### src/rtl/riscv_pkg.sv
// Shared RV64 definitions for the fetch path.
//   XLEN / INSTR_SIZE : datapath widths
//   NOP_INSTR         : addi x0,x0,0, shown to idu when no instruction is valid
//   EBREAK_INSTR      : encoding idu uses to raise ebreak
//   ifu_state_e       : fetch FSM states
//   fetch_entry_t     : one buffered fetch result {pc, instr}
package riscv_pkg;

  localparam int XLEN       = 64;
  localparam int INSTR_SIZE = 32;

  localparam logic [INSTR_SIZE-1:0] NOP_INSTR    = 32'h0000_0013;
  localparam logic [INSTR_SIZE-1:0] EBREAK_INSTR = 32'h0010_0073;

  typedef enum logic [1:0] {
    RUN   = 2'd0,
    DRAIN = 2'd1,
    HALT  = 2'd2
  } ifu_state_e;

  typedef struct packed {
    logic [XLEN-1:0]       pc;
    logic [INSTR_SIZE-1:0] instr;
  } fetch_entry_t;

  function automatic logic [XLEN-1:0] word_align(input logic [XLEN-1:0] addr);
    return {addr[XLEN-1:2], 2'b00};
  endfunction

endpackage

### src/rtl/ifu_fifo.sv
// Synchronous instruction buffer between imem responses and idu.
//   clk, rst     : clock, asynchronous active-high reset
//   push_i/data_i: write one entry (caller guarantees not full)
//   pop_i        : drop the head entry (caller guarantees not empty)
//   flush_i      : empty the buffer; wins over push/pop
//   data_o       : head entry (registered storage, no bypass)
//   empty_o      : buffer empty
//   count_o      : number of valid entries
module ifu_fifo #(
  parameter int DEPTH = 2,
  parameter int WIDTH = 96,
  parameter int CW    = $clog2(DEPTH) + 1
) (
  input  logic             clk,
  input  logic             rst,
  input  logic             push_i,
  input  logic [WIDTH-1:0] data_i,
  input  logic             pop_i,
  input  logic             flush_i,
  output logic [WIDTH-1:0] data_o,
  output logic             empty_o,
  output logic [CW-1:0]    count_o
);

  localparam int AW = $clog2(DEPTH);

  logic [WIDTH-1:0] mem_q [DEPTH];
  logic [AW-1:0]    wr_ptr_q, rd_ptr_q;
  logic [CW-1:0]    count_q;

  always_ff @(posedge clk or posedge rst) begin
    if (rst) begin
      wr_ptr_q <= '0;
      rd_ptr_q <= '0;
      count_q  <= '0;
    end else if (flush_i) begin
      wr_ptr_q <= '0;
      rd_ptr_q <= '0;
      count_q  <= '0;
    end else begin
      if (push_i) wr_ptr_q <= wr_ptr_q + AW'(1);
      if (pop_i)  rd_ptr_q <= rd_ptr_q + AW'(1);
      count_q <= count_q + CW'(push_i) - CW'(pop_i);
    end
  end

  // Storage needs no reset: count_q alone decides what is valid.
  always_ff @(posedge clk) begin
    if (push_i && !flush_i) mem_q[wr_ptr_q] <= data_i;
  end

  assign data_o  = mem_q[rd_ptr_q];
  assign empty_o = (count_q == '0);
  assign count_o = count_q;

endmodule

### src/rtl/ifu.sv
// RV64 instruction fetch unit feeding idu.
//   clk, rst                       : clock, asynchronous active-high reset
//   imem_req_valid/ready/addr      : in-order word fetch requests
//   imem_rsp_valid/data            : in-order responses, no backpressure
//   instr_valid/ready, instr,
//   instr_pc                       : buffered instruction stream to idu
//   redirect_valid/pc              : exu control-flow redirect
//   ebreak                         : idu flags the presented instr as ebreak
//   halted                         : fetch permanently stopped until reset
//
// state | meaning
// RUN   | normal fetch, redirects honoured
// DRAIN | ebreak consumed; waiting for in-flight responses, all discarded
// HALT  | terminal until reset
module ifu
  import riscv_pkg::*;
#(
  parameter logic [63:0] RESET_PC   = 64'h8000_0000,
  parameter int          FIFO_DEPTH = 2
) (
  input  logic        clk,
  input  logic        rst,
  output logic        imem_req_valid,
  input  logic        imem_req_ready,
  output logic [63:0] imem_req_addr,
  input  logic        imem_rsp_valid,
  input  logic [31:0] imem_rsp_data,
  output logic        instr_valid,
  input  logic        instr_ready,
  output logic [31:0] instr,
  output logic [63:0] instr_pc,
  input  logic        redirect_valid,
  input  logic [63:0] redirect_pc,
  input  logic        ebreak,
  output logic        halted
);

  localparam int CW = $clog2(FIFO_DEPTH) + 1;
  localparam logic [CW:0] DEPTH_W = (CW+1)'(FIFO_DEPTH);

  ifu_state_e   state_q, state_d;
  logic [63:0]  fetch_pc_q, fetch_pc_d;
  logic [63:0]  rsp_pc_q, rsp_pc_d;
  logic [CW-1:0] outstanding_q, outstanding_d;
  logic [CW-1:0] drop_cnt_q, drop_cnt_d;

  logic          fifo_push, fifo_pop, fifo_flush, fifo_empty;
  logic [CW-1:0] fifo_count;
  fetch_entry_t  push_entry, head_entry;
  logic [CW:0]   inflight;
  logic          req_fire, pop_fire;

  assign push_entry = '{pc: rsp_pc_q, instr: imem_rsp_data};

  ifu_fifo #(
    .DEPTH (FIFO_DEPTH),
    .WIDTH ($bits(fetch_entry_t)),
    .CW    (CW)
  ) u_fifo (
    .clk     (clk),
    .rst     (rst),
    .push_i  (fifo_push),
    .data_i  (push_entry),
    .pop_i   (fifo_pop),
    .flush_i (fifo_flush),
    .data_o  (head_entry),
    .empty_o (fifo_empty),
    .count_o (fifo_count)
  );

  // Credits cover both buffered entries and requests still in flight, so a
  // kept response always has a free slot.
  assign inflight = {1'b0, fifo_count} + {1'b0, outstanding_q};

  assign instr_valid   = (state_q == RUN) && !fifo_empty;
  assign instr         = instr_valid ? head_entry.instr : NOP_INSTR;
  assign instr_pc      = fifo_empty ? rsp_pc_q : head_entry.pc;
  assign imem_req_addr = fetch_pc_q;

  always_ff @(posedge clk or posedge rst) begin
    if (rst) begin
      state_q       <= RUN;
      fetch_pc_q    <= RESET_PC;
      rsp_pc_q      <= RESET_PC;
      outstanding_q <= '0;
      drop_cnt_q    <= '0;
    end else begin
      state_q       <= state_d;
      fetch_pc_q    <= fetch_pc_d;
      rsp_pc_q      <= rsp_pc_d;
      outstanding_q <= outstanding_d;
      drop_cnt_q    <= drop_cnt_d;
    end
  end

  always_comb begin
    state_d        = state_q;
    fetch_pc_d     = fetch_pc_q;
    rsp_pc_d       = rsp_pc_q;
    outstanding_d  = outstanding_q;
    drop_cnt_d     = drop_cnt_q;
    imem_req_valid = 1'b0;
    fifo_push      = 1'b0;
    fifo_pop       = 1'b0;
    fifo_flush     = 1'b0;
    halted         = 1'b0;
    req_fire       = 1'b0;
    pop_fire       = 1'b0;

    case (state_q)
      RUN: begin
        if (redirect_valid) begin
          // Everything requested so far belongs to the old path; a response
          // arriving this cycle is thrown away here, the rest via drop_cnt.
          fifo_flush    = 1'b1;
          fetch_pc_d    = word_align(redirect_pc);
          rsp_pc_d      = word_align(redirect_pc);
          outstanding_d = outstanding_q - CW'(imem_rsp_valid);
          drop_cnt_d    = outstanding_q - CW'(imem_rsp_valid);
        end else begin
          imem_req_valid = !rst && (inflight < DEPTH_W);
          req_fire       = imem_req_valid && imem_req_ready;
          pop_fire       = instr_valid && instr_ready;
          if (req_fire) fetch_pc_d = fetch_pc_q + 64'd4;
          outstanding_d = outstanding_q + CW'(req_fire) - CW'(imem_rsp_valid);

          if (imem_rsp_valid) begin
            if (drop_cnt_q != '0) begin
              drop_cnt_d = drop_cnt_q - CW'(1);
            end else if (!(pop_fire && ebreak)) begin
              fifo_push = 1'b1;
              rsp_pc_d  = rsp_pc_q + 64'd4;
            end
          end

          if (pop_fire) begin
            if (ebreak) begin
              fifo_flush = 1'b1;
              state_d    = DRAIN;
            end else begin
              fifo_pop = 1'b1;
            end
          end
        end
      end

      DRAIN: begin
        outstanding_d = outstanding_q - CW'(imem_rsp_valid);
        if (outstanding_d == '0) state_d = HALT;
      end

      HALT: begin
        halted = 1'b1;
      end

      default: begin
        state_d = HALT;
      end
    endcase
  end

  always_ff @(posedge clk) begin
    if (!rst) begin
      assert (!(imem_rsp_valid && (outstanding_q == '0)));
      assert (outstanding_q <= DEPTH_W[CW-1:0]);
    end
  end

endmodule

### config.mk
export PLATFORM = sky130hd
export DESIGN_NAME = ifu
export DESIGN_NICKNAME = d
export VERILOG_FILES = /design/src/rtl/riscv_pkg.sv /design/src/rtl/ifu_fifo.sv /design/src/rtl/ifu.sv
export SDC_FILE = /design/constraint.sdc
export NUM_CORES = 1
export LEC_CHECK = 0
export CAP_MARGIN = 20
export CORE_AREA = 2 2 238 240
export CTS_CLUSTER_DIAMETER = 30
export DETAILED_ROUTE_END_ITERATION = 7
export DIE_AREA = 0 0 240 242
export DONT_BUFFER_PORTS = 1
export GPL_TIMING_DRIVEN = 0
export SETUP_SLACK_MARGIN = 0.3
export SLEW_MARGIN = 20
export SYNTH_ARGS = -nofsm -noshare
export SYNTH_HDL_FRONTEND = slang
export SYNTH_SLANG_ARGS = --single-unit
### constraint.sdc
create_clock -name clk -period 6.9 [get_ports clk]
set_input_delay 1.035 -clock clk [delete_from_list [all_inputs] [get_ports clk]]
set_output_delay 1.035 -clock clk [all_outputs]
set_load 0.02 [all_outputs]
==> results of run 1 <==
state kept, by name, indices dropped and copies added (netlist names):
name and flops:
u_fifo.count_o 2, u_fifo.wr_ptr_q 1, u_fifo.mem_q 188, outstanding_q 2, u_fifo.rd_ptr_q 1, state_q 2
drop_cnt_q 2, rsp_pc_q 62, imem_req_addr 62
stage by stage:
step	utilization, %	instance area, um^2	hold WS, ns
finish	36.8	20500	0.300
global route	36.8	20500	0.325
CTS	36.8	20500	0.308
detailed placement	31.6	17600	0.452
global placement	31.3	17400	0.439
floorplan	-	16500	0.437
layer usage:
layer / global-route usage [%] / up-vias
li1: - / 6337
met1: 28.6 / 6992
met2: 34.5 / 915
met3: 8.39 / 222
met4: 11.2 / 4
met5: 0 / -
cells by family after synthesis:
kind of cell / Yosys count
AND/OR/NAND/NOR: 620
flip-flops: 322
multiplexers: 123
buffers and inverters: 135
adder cells (fa/ha/maj): 8
other: 1
XOR/XNOR: 6
AO/OA/AOI/OAI: 386
power groups by stage:
stage	registers, mW	clock network, mW	logic, mW
6_report	3.53	4.03	3.08
5_1_grt	3.59	4.18	3.33
4_1_cts	3.50	4.08	3.08
3_5_place_dp	3.52	0	3.07
3_3_place_gp	3.50	0	3.03
2_1_floorplan	3.21	0	2.16
worst max path at each step:
| stage | from | end |
|---|---|---|
| after floorplan | ebreak | u_fifo.mem_q[0][0]$_DFFE_PP_ |
| after global placement | ebreak | u_fifo.mem_q[0][19]$_DFFE_PP_ |
| after detailed placement | redirect_valid | imem_req_valid |
| after CTS | u_fifo.rd_ptr_q$_DFFE_PP0P_ | instr[27] |
| after global routing | u_fifo.rd_ptr_q$_DFFE_PP0P_ | instr[30] |
| final | u_fifo.rd_ptr_q$_DFFE_PP0P_ | instr_pc[60] |
cells in the final DEF, fill, tap and decap left out, types with 20 or more instances in the layout:
cell	count
and3_1	32
o22ai_1	39
nor4_1	33
nor3_1	52
nand2_1	98
nand4_1	43
nand3_1	104
edfxtp_1	188
a21oi_1	152
clkbuf_1	89
o21ai_0	70
and4_1	20
dfrtp_1	132
mux2i_1	121
nor2_1	160
clkbuf_16	84
a22oi_1	25
cell type report:
type | count | area [um^2]
Sequential cell | 322 | 9000
Inverter | 20 | 82.6
Fill cell | 5554 | 35200
Buffer | 115 | 473
Antenna cell | 3 | 7.51
Multi-Input combinational cell | 1147 | 6950
Tap cell | 756 | 946
Clock inverter | 48 | 638
Timing Repair Buffer | 7 | 170
Clock buffer | 101 | 2270
==> flow_metrics.env, run 1 <==
export IMPL_outcome="complete, no violations"
export IMPL_peakVddDrop_uv=261
export IMPL_p_clk_share_pct=37.9
export IMPL_layout_setup_ws_ns=2.49
export IMPL_rows=87
export IMPL_ys_ff_latch=322
export IMPL_clk_latency_ns=0.62
export IMPL_ys_top_cells_by_count="edfxtp_1, nor2_1, a21oi_1"
export IMPL_p_leak_nw=7.18
export IMPL_synth_compound_area_share_pct=14.2
export IMPL_p_sw_share_pct=41.4
export IMPL_place_congestion=0.998
export IMPL_combPwrFrac_pct=28.9
export IMPL_synth_area_per_cell_um2=10.3
export IMPL_drt_met1_wl_um=26200
export IMPL_slew_viol_final=0
export IMPL_path_cells="clkbuf_1 > buf_1 > buf_1 > mux2i_1 > a21oi_1"
export IMPL_yosys_area_share_xor_xnor_pct=0.319
export IMPL_io_pins=266
export IMPL_hpwl_um=49200
export IMPL_skew_ns=0.0258
export IMPL_ys_flop_type="edfxtp_1"
export IMPL_cts_setup_buffers=0
export IMPL_timing_rr_start="u_fifo.count_o[0]$_DFF_PP0_"
export IMPL_die_x_um=240
export IMPL_synth_edff_count=188
export IMPL_internal_power_mw=6.23
export IMPL_post_place_ws_ns=2.74
export IMPL_ff2ff_path_depth=10
export IMPL_stdcell_count=2519
export IMPL_hold_buffers=0
export IMPL_root_buffer="clkbuf_16"
export IMPL_drc=0
export IMPL_crit_type="reg -> out"
export IMPL_synth_simple_area_share_pct=19.3
export IMPL_ant_nets=0
export IMPL_htreeDepth=3
export IMPL_maxUsedRoutingLayer="met5"
export IMPL_slowest_delay_ns=0.82
export IMPL_initial_core_util_pct=29.5
export IMPL_rsz0062_at_grt="no"
export IMPL_dp_cells=2367
export IMPL_drv_cap=0
export IMPL_dieArea_um2=58100
export IMPL_synth_area_mux_share_pct=7.49
export IMPL_final_nets=1806
export IMPL_synth_async_reset_ratio_pct=41.6
export IMPL_cts_tree="built"
export IMPL_grt_pass1_vias=13643
export IMPL_clockBufferDepth=3
export IMPL_layout_drive_gt1_share_pct=10.5
export IMPL_critPathBufInv=3
export IMPL_first_pass_iters=5
export IMPL_tightestPinTransition_ns=1.25
export IMPL_synth_top_family_by_area="simple AND/OR/NAND/NOR gates"
export IMPL_netlist_top_cells_area="edfxtp_1, dfrtp_1, mux2i_1, a21oi_1, nor2_1"
export IMPL_numClockSinks=322
export IMPL_arrival_ns=3.37
export IMPL_p_per_area_nw_per_um2=518
export IMPL_netlist_area_leader_share_pct=34.3
export IMPL_synth_most_common_cell="edfxtp_1"
export IMPL_synth_top_area_cell="edfxtp_1"
export IMPL_path_common_cell="buf_1"
export IMPL_reg2reg_to="imem_req_addr[9]$_DFFE_PP0P_"
export IMPL_hold_viol=0
export IMPL_cpLargestDelayFamily="buffers and inverters"
export IMPL_vias=14470
export IMPL_cp_start_kind="flop"
export IMPL_seq_area_frac_synth_pct=54.7
export IMPL_cts_buffers=82
export IMPL_cp_max_fo=10
export IMPL_die_h_um=242
export IMPL_dr_wl_met3_um=8120
export IMPL_area_growth_pct=24.7
export IMPL_grt_usage_pct=22.8
export IMPL_ctsResizeCount=0
export IMPL_fmax_ghz=0.227
export IMPL_pwr_share_seq_pct=33.2
export IMPL_hold_class="in -> async"
export IMPL_wl_per_cell_um=26.7
export IMPL_post_route_min_period_ns=4.41
export IMPL_grt_pass1_wl_um=97000
export IMPL_switchingPower_mw=4.41
export IMPL_crit_path_end_kind="primary output"
export IMPL_path_clk_slew_ns=0.04
export IMPL_critPathSlowestCell="buf_1"
export IMPL_dr_wl_met2_um=29500
export IMPL_port_buffers=0
export IMPL_synth_fa_ha_area_share_pct=0.654
export IMPL_cp_depth=5
export IMPL_vias_per_cell=5.74
export IMPL_slew_headroom_pct=16.9
export IMPL_power_total_mw=10.6
export IMPL_rrSetupSlack_ns=2.89
export IMPL_syn_area_um2=16500
export IMPL_grt_max_degree=76
export IMPL_ys_types=70
export IMPL_drtIter0Drc=1612
export IMPL_core_um2=55700
export IMPL_tns_ns=0
export IMPL_setup_viol=0
export IMPL_required_ns=5.86
export IMPL_post_route_period_util_pct=63.8
export IMPL_antenna_found_initial=5
export IMPL_globalRoute_totalOverflow=0
export IMPL_synthCells=1601
export IMPL_wl_um=67300
export IMPL_ys_warn_count=0
No activity file was read; power rests on OpenSTA's default activity.
==> run 2: changes to the inputs <==
clock period = 4.1 ns   (was 6.9 ns; I/O delays follow)
==> run 2 against run 1 <==
  * Worst setup slack got worse by 2.1 ns
  * Register-to-register slack got worse by 2.5 ns
  * Total power rose by 69%
  * Global-route usage fell by 0.23 points
  * Combinational power rose by 68%
  * Non-clock buffer count rose by 5
  * Flip-flop and latch count did not move
  * Sequential power rose by 68%
  * Routed wire length fell by 0.23%
  * Cell count rose by 0.67%
  * Via count rose by 0.28%
  * Clock power rose by 72%
  * Critical endpoint is now imem_req_valid
  * Largest cell class unchanged
==> flow_metrics.env, run 2 (synthesized netlist as in run 1, its figures left out) <==
export IMPL_die_x_um=240
export IMPL_layout_commonest_cell="edfxtp_1"
export IMPL_hold_class="in -> reg"
export IMPL_area_growth_pct=26.4
export IMPL_grt_max_degree=35
export IMPL_ant_nets=0
export IMPL_slowest_delay_ns=0.66
export IMPL_dp_cells=2372
export IMPL_maxUsedRoutingLayer="met5"
export IMPL_root_buffer="clkbuf_16"
export IMPL_globalRoute_totalOverflow=0
export IMPL_path_cells="nor2_1 > clkbuf_1 > clkbuf_1 > and3_1"
export IMPL_crit_path_end_kind="primary output"
export IMPL_tns_ns=0
export IMPL_slew_headroom_pct=25.3
export IMPL_post_route_period_util_pct=90.8
export IMPL_dr_wl_met2_um=29900
export IMPL_cts_buffers=87
export IMPL_skew_ns=0.0408
export IMPL_stdcell_count=2536
export IMPL_path_common_cell="clkbuf_1"
export IMPL_core_um2=55700
export IMPL_post_route_min_period_ns=3.72
export IMPL_cts_tree="built"
export IMPL_layout_setup_ws_ns=0.379
export IMPL_dr_wl_met3_um=7430
export IMPL_tightestPinTransition_ns=1.12
export IMPL_drtIter0Drc=1967
export IMPL_cts_setup_buffers=0
export IMPL_first_pass_iters=6
export IMPL_critPathBufInv=2
export IMPL_rsz0062_at_grt="no"
export IMPL_htreeDepth=3
export IMPL_port_buffers=0
export IMPL_io_pins=266
export IMPL_vias_per_cell=5.72
export IMPL_dieArea_um2=58100
export IMPL_rrSetupSlack_ns=0.39
export IMPL_arrival_ns=3.11
export IMPL_numClockSinks=322
export IMPL_wl_um=67100
export IMPL_p_per_area_nw_per_um2=867
export IMPL_layout_drive_gt1_share_pct=11.6
export IMPL_clk_latency_ns=0.64
export IMPL_path_clk_slew_ns=0.05
export IMPL_slew_viol_final=0
export IMPL_die_h_um=242
export IMPL_crit_type="reg -> out"
export IMPL_peakVddDrop_uv=334
export IMPL_final_nets=1816
export IMPL_fmax_ghz=0.269
export IMPL_cp_max_fo=10
export IMPL_p_leak_nw=7.29
export IMPL_rows=87
export IMPL_drc=0
export IMPL_regArea_um2=9000
export IMPL_wl_per_cell_um=26.5
export IMPL_regMostFlops="u_fifo.mem_q"
export IMPL_grt_pass1_vias=13775
export IMPL_multi_input_area_um2=6960
export IMPL_cp_start_kind="flop"
export IMPL_power_total_mw=18.0
export IMPL_fillers=5546
export IMPL_critPathSlowestCell="clkbuf_1"
export IMPL_outcome="complete, no violations"
export IMPL_fin_util_pct=37.3
export IMPL_vias=14511
export IMPL_place_congestion=0.944
export IMPL_clockBufferDepth=3
export IMPL_hpwl_um=49900
export IMPL_antenna_found_initial=2
export IMPL_hold_viol=0
export IMPL_mostFrequentLayoutCells="edfxtp_1, nor2_1, a21oi_1, dfrtp_1, mux2i_1"
export IMPL_largest_register_ffs=188
export IMPL_required_ns=3.48
export IMPL_grt_usage_pct=22.6
export IMPL_drt_met1_wl_um=26800
export IMPL_setup_viol=0
export IMPL_grt_pass1_wl_um=96400
export IMPL_cpLargestDelayFamily="buffers and inverters"
export IMPL_initial_core_util_pct=29.5
export IMPL_drv_cap=0
export IMPL_post_place_ws_ns=0.260
## run 2: area by class of cell
type,instances,area share [%]
repair buffers,13,1.31
plain buffers,114,2.36
flip-flops and latches,322,43.3
clock inverters,56,3.28
well taps,756,4.55
clock buffers,106,11.4
inverters,20,0.379
multi-input cells,1147,33.4
diodes,2,0.0241
## run 2: power by group
group | internal (mW) | switching [mW] | total (mW)
clock network | 4.75 | 2.18 | 6.93
logic | 1.45 | 3.71 | 5.16
registers | 4.29 | 1.65 | 5.94
## run 2: metal layers
metal / GRT usage (%) / vias up
li1: - / 6355
met5: 0 / -
met1: 28.6 / 7084
met2: 34.6 / 897
met3: 7.65 / 173
met4: 10.3 / 2
## run 2: worst paths after layout
kind | start | endpoint | cells after the start
worst max register to register | outstanding_q[0]$_DFFE_PP0P_ | imem_req_addr[28]$_DFFE_PP0P_ | 9
worst min-delay path | imem_rsp_data[9] | u_fifo.mem_q[0][9]$_DFFE_PP_ | 0
min in group asynchronous | rst | imem_req_addr[45]$_DFFE_PP0P_ | 2
max in group asynchronous | rst | rsp_pc_q[55]$_DFFE_PP0P_ | 4
worst max-delay path | state_q[1]$_DFFE_PP0P_ | imem_req_valid | 4
worst min register to register | rsp_pc_q[35]$_DFFE_PP0P_ | u_fifo.mem_q[1][67]$_DFFE_PP_ | 0
## run 2: metrics by stage
step / hold WS (ns) / instance area (um^2)
6_report: 0.0882 / 20800
5_1_grt: 0.0537 / 20800
4_1_cts: 0.0493 / 20800
3_5_place_dp: 0.449 / 17700
3_3_place_gp: 0.438 / 17400
2_1_floorplan: 0.437 / 16500
## run 2: worst reg2reg max path, stage by stage (launching register included)
cell and delay [ns]:
dfrtp_1 0.38, inv_1 0.13, nor2_1 0.08, fa_1 0.50, nor4b_2 0.51, clkbuf_1 0.43
o21a_1 0.19, clkbuf_1 0.56, clkbuf_1 0.59, a21oi_1 0.18
## run 2: timing repair
action	in CTS	in global routing
resized for setup	7	6
endpoints found under the setup margin	58	20
hold buffers	1	0
pin swaps	0	0
hold endpoints to repair	19	0
==> RTL change 1 (flow settings as in run 1) <==
Encoding of `ifu_state_e`: now one-hot (3 bits for 3 states).
--- a/src/rtl/riscv_pkg.sv
+++ b/src/rtl/riscv_pkg.sv
@@ -12,10 +12,10 @@
   localparam logic [INSTR_SIZE-1:0] NOP_INSTR    = 32'h0000_0013;
   localparam logic [INSTR_SIZE-1:0] EBREAK_INSTR = 32'h0010_0073;
 
-  typedef enum logic [1:0] {
-    RUN   = 2'd0,
-    DRAIN = 2'd1,
-    HALT  = 2'd2
+  typedef enum logic [2:0] {
+    RUN   = 3'b001,
+    DRAIN = 3'b010,
+    HALT  = 3'b100
   } ifu_state_e;
 
   typedef struct packed {
Formal check against the unedited RTL: no difference found for any inputs over 4 cycles, from zero or initial values and one cycle with rst high; so few cycles prove little.
==> RTL change 1 against run 1 <==
  * Sequential cell count increased by 1
  * Register-to-register slack got worse by 0.71 ns
  * Area after synthesis decreased by 0.21%
  * Cell area decreased by 1.7%
  * Routed wire length decreased by 2.2%
  * Via count decreased by 1.3%
  * Worst setup slack got worse by 0.31 ns
  * Cell count decreased by 0.71%
Power is not compared: it rests on default switching activity, and its combinational part moved more than twofold at a synthesized area within 25%.
==> RTL change 1: results (changes against run 1) <==
----------------------------------------------------
[Status]
  Outcome ... finished clean (unchanged)

[Power and ir drop]
  Comb. pwr ... 0.272 mW

[Cells and area]
  Seq area share ... 44.72% (was 43.84%)
  Proportion of layout cells with a drive suffix above 1 ... 10.32% (was 10.45%)
  Non-clock buffer count ... 123 (was 122)
  Number of multi-input logic gates ... 1132 (was 1147)
  Fraction of standard cell area in multi-input logic ... 34.06% (was 33.84%)
  Net count reported at finish ... 1792 (was 1806)
  Total number of sequential cells ... 323 (was 322)
  Clock buf/inv share ... 12.76% (was 14.14%)
  Non-clk invs ... 26 (was 20)
  Antenna cell count ... 1 (was 3)
  Number of clock buffer instances in the layout ... 90 (was 101)
  Area share of buffers outside the clock network ... 3.242% (was 3.132%)

[Clock network]
  CTS Buf Count ... 75 (was 82)
  Number of H-tree levels ... 3 (unchanged)

[Synthesis]
  Async SR Flop Fraction ... 41.80% (was 41.61%)
  Most common cell in the netlist ... sky130_fd_sc_hd__nor2_1 (was sky130_fd_sc_hd__edfxtp_1)
  Ranking of synthesized cells by area ... sky130_fd_sc_hd__edfxtp_1, sky130_fd_sc_hd__dfrtp_1, sky130_fd_sc_hd__mux2i_1 (unchanged)
  Post-synth top cells ... sky130_fd_sc_hd__nor2_1, sky130_fd_sc_hd__edfxtp_1, sky130_fd_sc_hd__a21oi_1 (was sky130_fd_sc_hd__edfxtp_1, sky130_fd_sc_hd__nor2_1, sky130_fd_sc_hd__a21oi_1)
  Seq/Total Area, Yosys ... 54.95% (was 54.68%)
  Post-synthesis cell type count ... 71 (was 70)

[Timing]
  WHS ... 0.3110 ns (was 0.2998 ns)
  Final worst clock skew ... 0.03387 ns (was 0.02580 ns)

[Worst setup path]
  Cell with the biggest individual delay on the critical path ... sky130_fd_sc_hd__nor4b_1 (was sky130_fd_sc_hd__buf_1)
  Setup slack of the worst register-to-register path ... 2.18 ns (was 2.89 ns)
  Largest stage delay on the critical path ... 1.01 ns (was 0.82 ns)
  Arrival time reported for the critical path endpoint ... 5.18 ns (was 3.37 ns)

[Placement]
  Half-perimeter wire length of the detailed placement result ... 48700 um (was 49180 um)
  Final weighted congestion of routability-driven global placement ... 0.9704 (was 0.9977)

[Routing]
  Pre-antenna DRT Iters ... 7 (was 5)
  Wirelength, routed ... 65810 um (was 67280 um)
  Initial DRC count ... 1498 (was 1612)

[Global route]
  Wire length of the first global-routing pass ... 94680 um (was 96970 um)
  Number of global-route vias before repair ... 13679 (was 13643)
  Overall global routing resource usage ... 22.13% (was 22.81%)

----------------------------------------------------
[RTL change 1: changes by cell type in the layout (fill, tap and decap cells not counted), moves of 9 or more]
cell                               run 1  this run
sky130_fd_sc_hd__clkbuf_16            84        75
sky130_fd_sc_hd__nand3_1             104        76
sky130_fd_sc_hd__a21oi_1             152       135
sky130_fd_sc_hd__nor2_1              160       189
sky130_fd_sc_hd__and4_1               20         8
sky130_fd_sc_hd__a221o_1               1        12
sky130_fd_sc_hd__nor3_1               52        41
[RTL change 1: cells by family after synthesis]
family / after synthesis / synth area share, %
XOR/XNOR: 6 / 0.3199
other: 1 / 0.02283
AO/OA/AOI/OAI: 389 / 14.86
multiplexers: 129 / 7.906
buffers and inverters: 142 / 3.450
AND/OR/NAND/NOR: 596 / 17.84
flip-flops: 323 / 54.95
adder cells (fa/ha/maj): 8 / 0.6550
[RTL change 1: stage by stage]
step,area [sq um],cells,worst slack (ns),utilization (%)
after global placement,17390,2353,-2.051,31.19
after global routing,20190,2501,2.085,36.22
after floorplan,16440,1597,0.8112,-
after CTS,20180,2500,2.229,36.21
after detailed placement,17610,2360,2.212,31.59
final,20190,2501,2.184,36.22
[RTL change 1: worst paths after layout]
path	start	end	cells after the start
worst max-delay path	outstanding_q[0]	imem_req_addr[20]	10
worst max register to register	outstanding_q[0]	imem_req_addr[20]	10
max in group asynchronous	rst	rsp_pc_q[12]	2
worst min-delay path	rst	imem_req_addr[47]	1
worst min register to register	rsp_pc_q[25]	u_fifo.mem_q[1][57]	0
min in group clk	rsp_pc_q[25]	u_fifo.mem_q[1][57]	0
[RTL change 1: metal layers]
metal	global-route usage (%)	share of wire [%]
met1	27.27	38
met2	34.45	46
met3	7.395	11
met4	11.22	4.6
met5	0	0
==> RTL change 2 (settings of run 1) <==
Made on the original files. `FIFO_DEPTH`: 2 -> 4.
--- a/src/rtl/ifu.sv
+++ b/src/rtl/ifu.sv
@@ -16,7 +16,7 @@
   import riscv_pkg::*;
 #(
   parameter logic [63:0] RESET_PC   = 64'h8000_0000,
-  parameter int          FIFO_DEPTH = 2
+  parameter int          FIFO_DEPTH = 4
 ) (
   input  logic        clk,
   input  logic        rst,
Function: changed (a bounded check fails within 4 cycles, from zero or initial values and one cycle with rst high).
==> RTL change 2 against run 1 <==
  * Cell area up 42%
  * Synthesized cell count rose by 19%
  * Clock power up 38%
  * Critical path depth is 1 higher
  * Worst setup slack worse by 0.50 ns
  * Non-clock buffer count grew 15
  * Count of clock-buffer cells in the layout increased by 19
  * Critical endpoint is now instr_pc[45]
  * Sequential cell count up 193
  * Total power down 14%
  * Sequential share of layout area increased by 6.8 points
  * Area after synthesis increased by 45%
  * Largest power group unchanged
  * Routed wire length is 20% higher
  * Worst hold slack got worse by 0.080 ns
==> RTL change 2: results (changes against run 1) <==
----------------------------------------------------
[Routing]
  Pre-antenna DRT Iters ... 6 (was 5)
  Ratio of routed vias to standard cells ... 6.161 (was 5.744)
  Wirelength, routed ... 81000 um (was 67280 um)
  Initial DRC count ... 2030 (was 1612)

[Placement]
  Worst slack at placement ... 2.358 ns (was 2.745 ns)
  Half-perimeter wire length of the detailed placement result ... 56230 um (was 49180 um)
  Final weighted congestion of routability-driven global placement ... 0.9921 (was 0.9977)

[Global route]
  GR Layer Usage met2 ... 42.99% (was 34.55%)
  Maximum number of pins on one net before global-route repair ... 95 (was 76)
  Number of global-route vias before repair ... 17552 (was 13643)
  Overall global routing resource usage ... 27.69% (was 22.81%)
  Wire length of the first global-routing pass ... 117900 um (was 96970 um)
  Met1 demand-to-capacity share in global routing ... 35.92% (was 28.58%)
  Global-route met3 utilization ... 8.318% (was 8.387%)

[Worst setup path]
  Cell depth of the worst flop-to-flop path ... 7 (was 10)
  Largest stage delay on the critical path ... 0.80 ns (was 0.82 ns)

[Cells and area]
  Largest register FFs ... 376 (was 188)
  Filler cell count ... 4830 (was 5554)
  Net count reported at finish ... 2153 (was 1806)
  Proportion of layout cells with a drive suffix above 1 ... 16.02% (was 10.45%)

[Clock network]
  Skew-Pair Late Insertion Delay ... 0.66 ns (was 0.62 ns)
  Clock slew at reported path FFs ... 0.05 ns
  Max Root-Sink Buffers ... 3 (unchanged)
  Number of setup buffers added after CTS ... 0 (unchanged)
  CTS Buf Count ... 104 (was 82)

[Timing]
  Worst slew margin relative to its limit ... 14.49% (was 16.92%)
  Final worst clock skew ... 0.02750 ns (was 0.02580 ns)

[Power and ir drop]
  Worst voltage drop across the vdd grid ... 0.1991 mV (was 0.2605 mV)
  Static leakage power ... 10.58 nW (was 7.183 nW)

[Synthesis]
  Ranking of synthesized cells by area ... sky130_fd_sc_hd__edfxtp_1, sky130_fd_sc_hd__dfrtp_1, sky130_fd_sc_hd__mux4_2 (was sky130_fd_sc_hd__edfxtp_1, sky130_fd_sc_hd__dfrtp_1, sky130_fd_sc_hd__mux2i_1)
  Seq/Total Area, Yosys ... 61.72% (was 54.68%)
  Async SR Flop Fraction ... 26.99% (was 41.61%)
  Post-synth top cells ... sky130_fd_sc_hd__edfxtp_1, sky130_fd_sc_hd__nand2_1, sky130_fd_sc_hd__dfrtp_1 (was sky130_fd_sc_hd__edfxtp_1, sky130_fd_sc_hd__nor2_1, sky130_fd_sc_hd__a21oi_1)
  Number of enable flip-flop cells after synthesis ... 376 (was 188)

[Status]
  Outcome ... finished clean (unchanged)

[Worst hold path]
  Kind of path behind the tightest hold check ... in -> async (unchanged)

----------------------------------------------------
## RTL change 2: cell types whose count changed after synthesis, moves of 51 or more
cell                       change
sky130_fd_sc_hd__a21oi_1      -64
sky130_fd_sc_hd__edfxtp_1    +188
sky130_fd_sc_hd__mux2i_1      -90
sky130_fd_sc_hd__mux4_2       +94
sky130_fd_sc_hd__nand2_1     +182
sky130_fd_sc_hd__nor2_1       -51
## RTL change 2: report_power, final
part,total [mW],switching (mW),internal (mW)
clock network,5.57,1.73,3.84
logic,0.214,0.159,0.0552
registers,3.35,0.0233,3.32
## RTL change 2: path summary, 6_finish.rpt
path | from | to | slack (ns)
worst max-delay path | u_fifo.rd_ptr_q[0] | instr_pc[45] | 2.00
worst min-delay path | rst | u_fifo.count_o[0] | 0.22
worst max register to register | u_fifo.count_o[1] | u_fifo.mem_q[3][47] | 2.58
worst min register to register | drop_cnt_q[0] | drop_cnt_q[0] | 0.50
max in group asynchronous | rst | rsp_pc_q[8] | 5.86
min in group clk | imem_rsp_data[9] | u_fifo.mem_q[0][9] | 0.47
## RTL change 2: cell families after synthesis
logic type / count (synthesis) / synth area share [%]
buffers and inverters: 164 / 2.692
adder cells (fa/ha/maj): 18 / 1.004
XOR/XNOR: 8 / 0.2927
other: 1 / 0.01567
AND/OR/NAND/NOR: 748 / 15.27
AO/OA/AOI/OAI: 327 / 8.532
flip-flops: 515 / 61.72
multiplexers: 132 / 10.47
## RTL change 2: layout make-up
cell class | instances | area share, %
tap | 756 | 3.246
clock buffer | 120 | 9.449
antenna | 3 | 0.02576
buffer | 127 | 1.747
timing repair buffer | 10 | 0.8415
clock inverter | 76 | 4.078
inverter | 37 | 0.5023
sequential | 515 | 50.68
multi-input combinational | 1237 | 29.43
## RTL change 2: metal layers
layer	wire length [um]	vias to the layer above
li1	-	7660
met1	31120	8858
met2	37600	1029
met3	8980	204
met4	3303	0
met5	0	-
## RTL change 2: worst max-delay path, delay by kind of cell (launching register included)
kind / cells / cell delay (ns)
buffers and inverters: 3 / 2.00
DFF: 1 / 0.31
muxes: 1 / 0.59
and+or+nand+nor: 2 / 0.32
## RTL change 2: through the flow
step | cells | cell area, sq um
2_1_floorplan | 1916 | 23940
6_report | 2881 | 29140
3_3_place_gp | 2672 | 24890
4_1_cts | 2878 | 29130
3_5_place_dp | 2682 | 25190
5_1_grt | 2879 | 29140
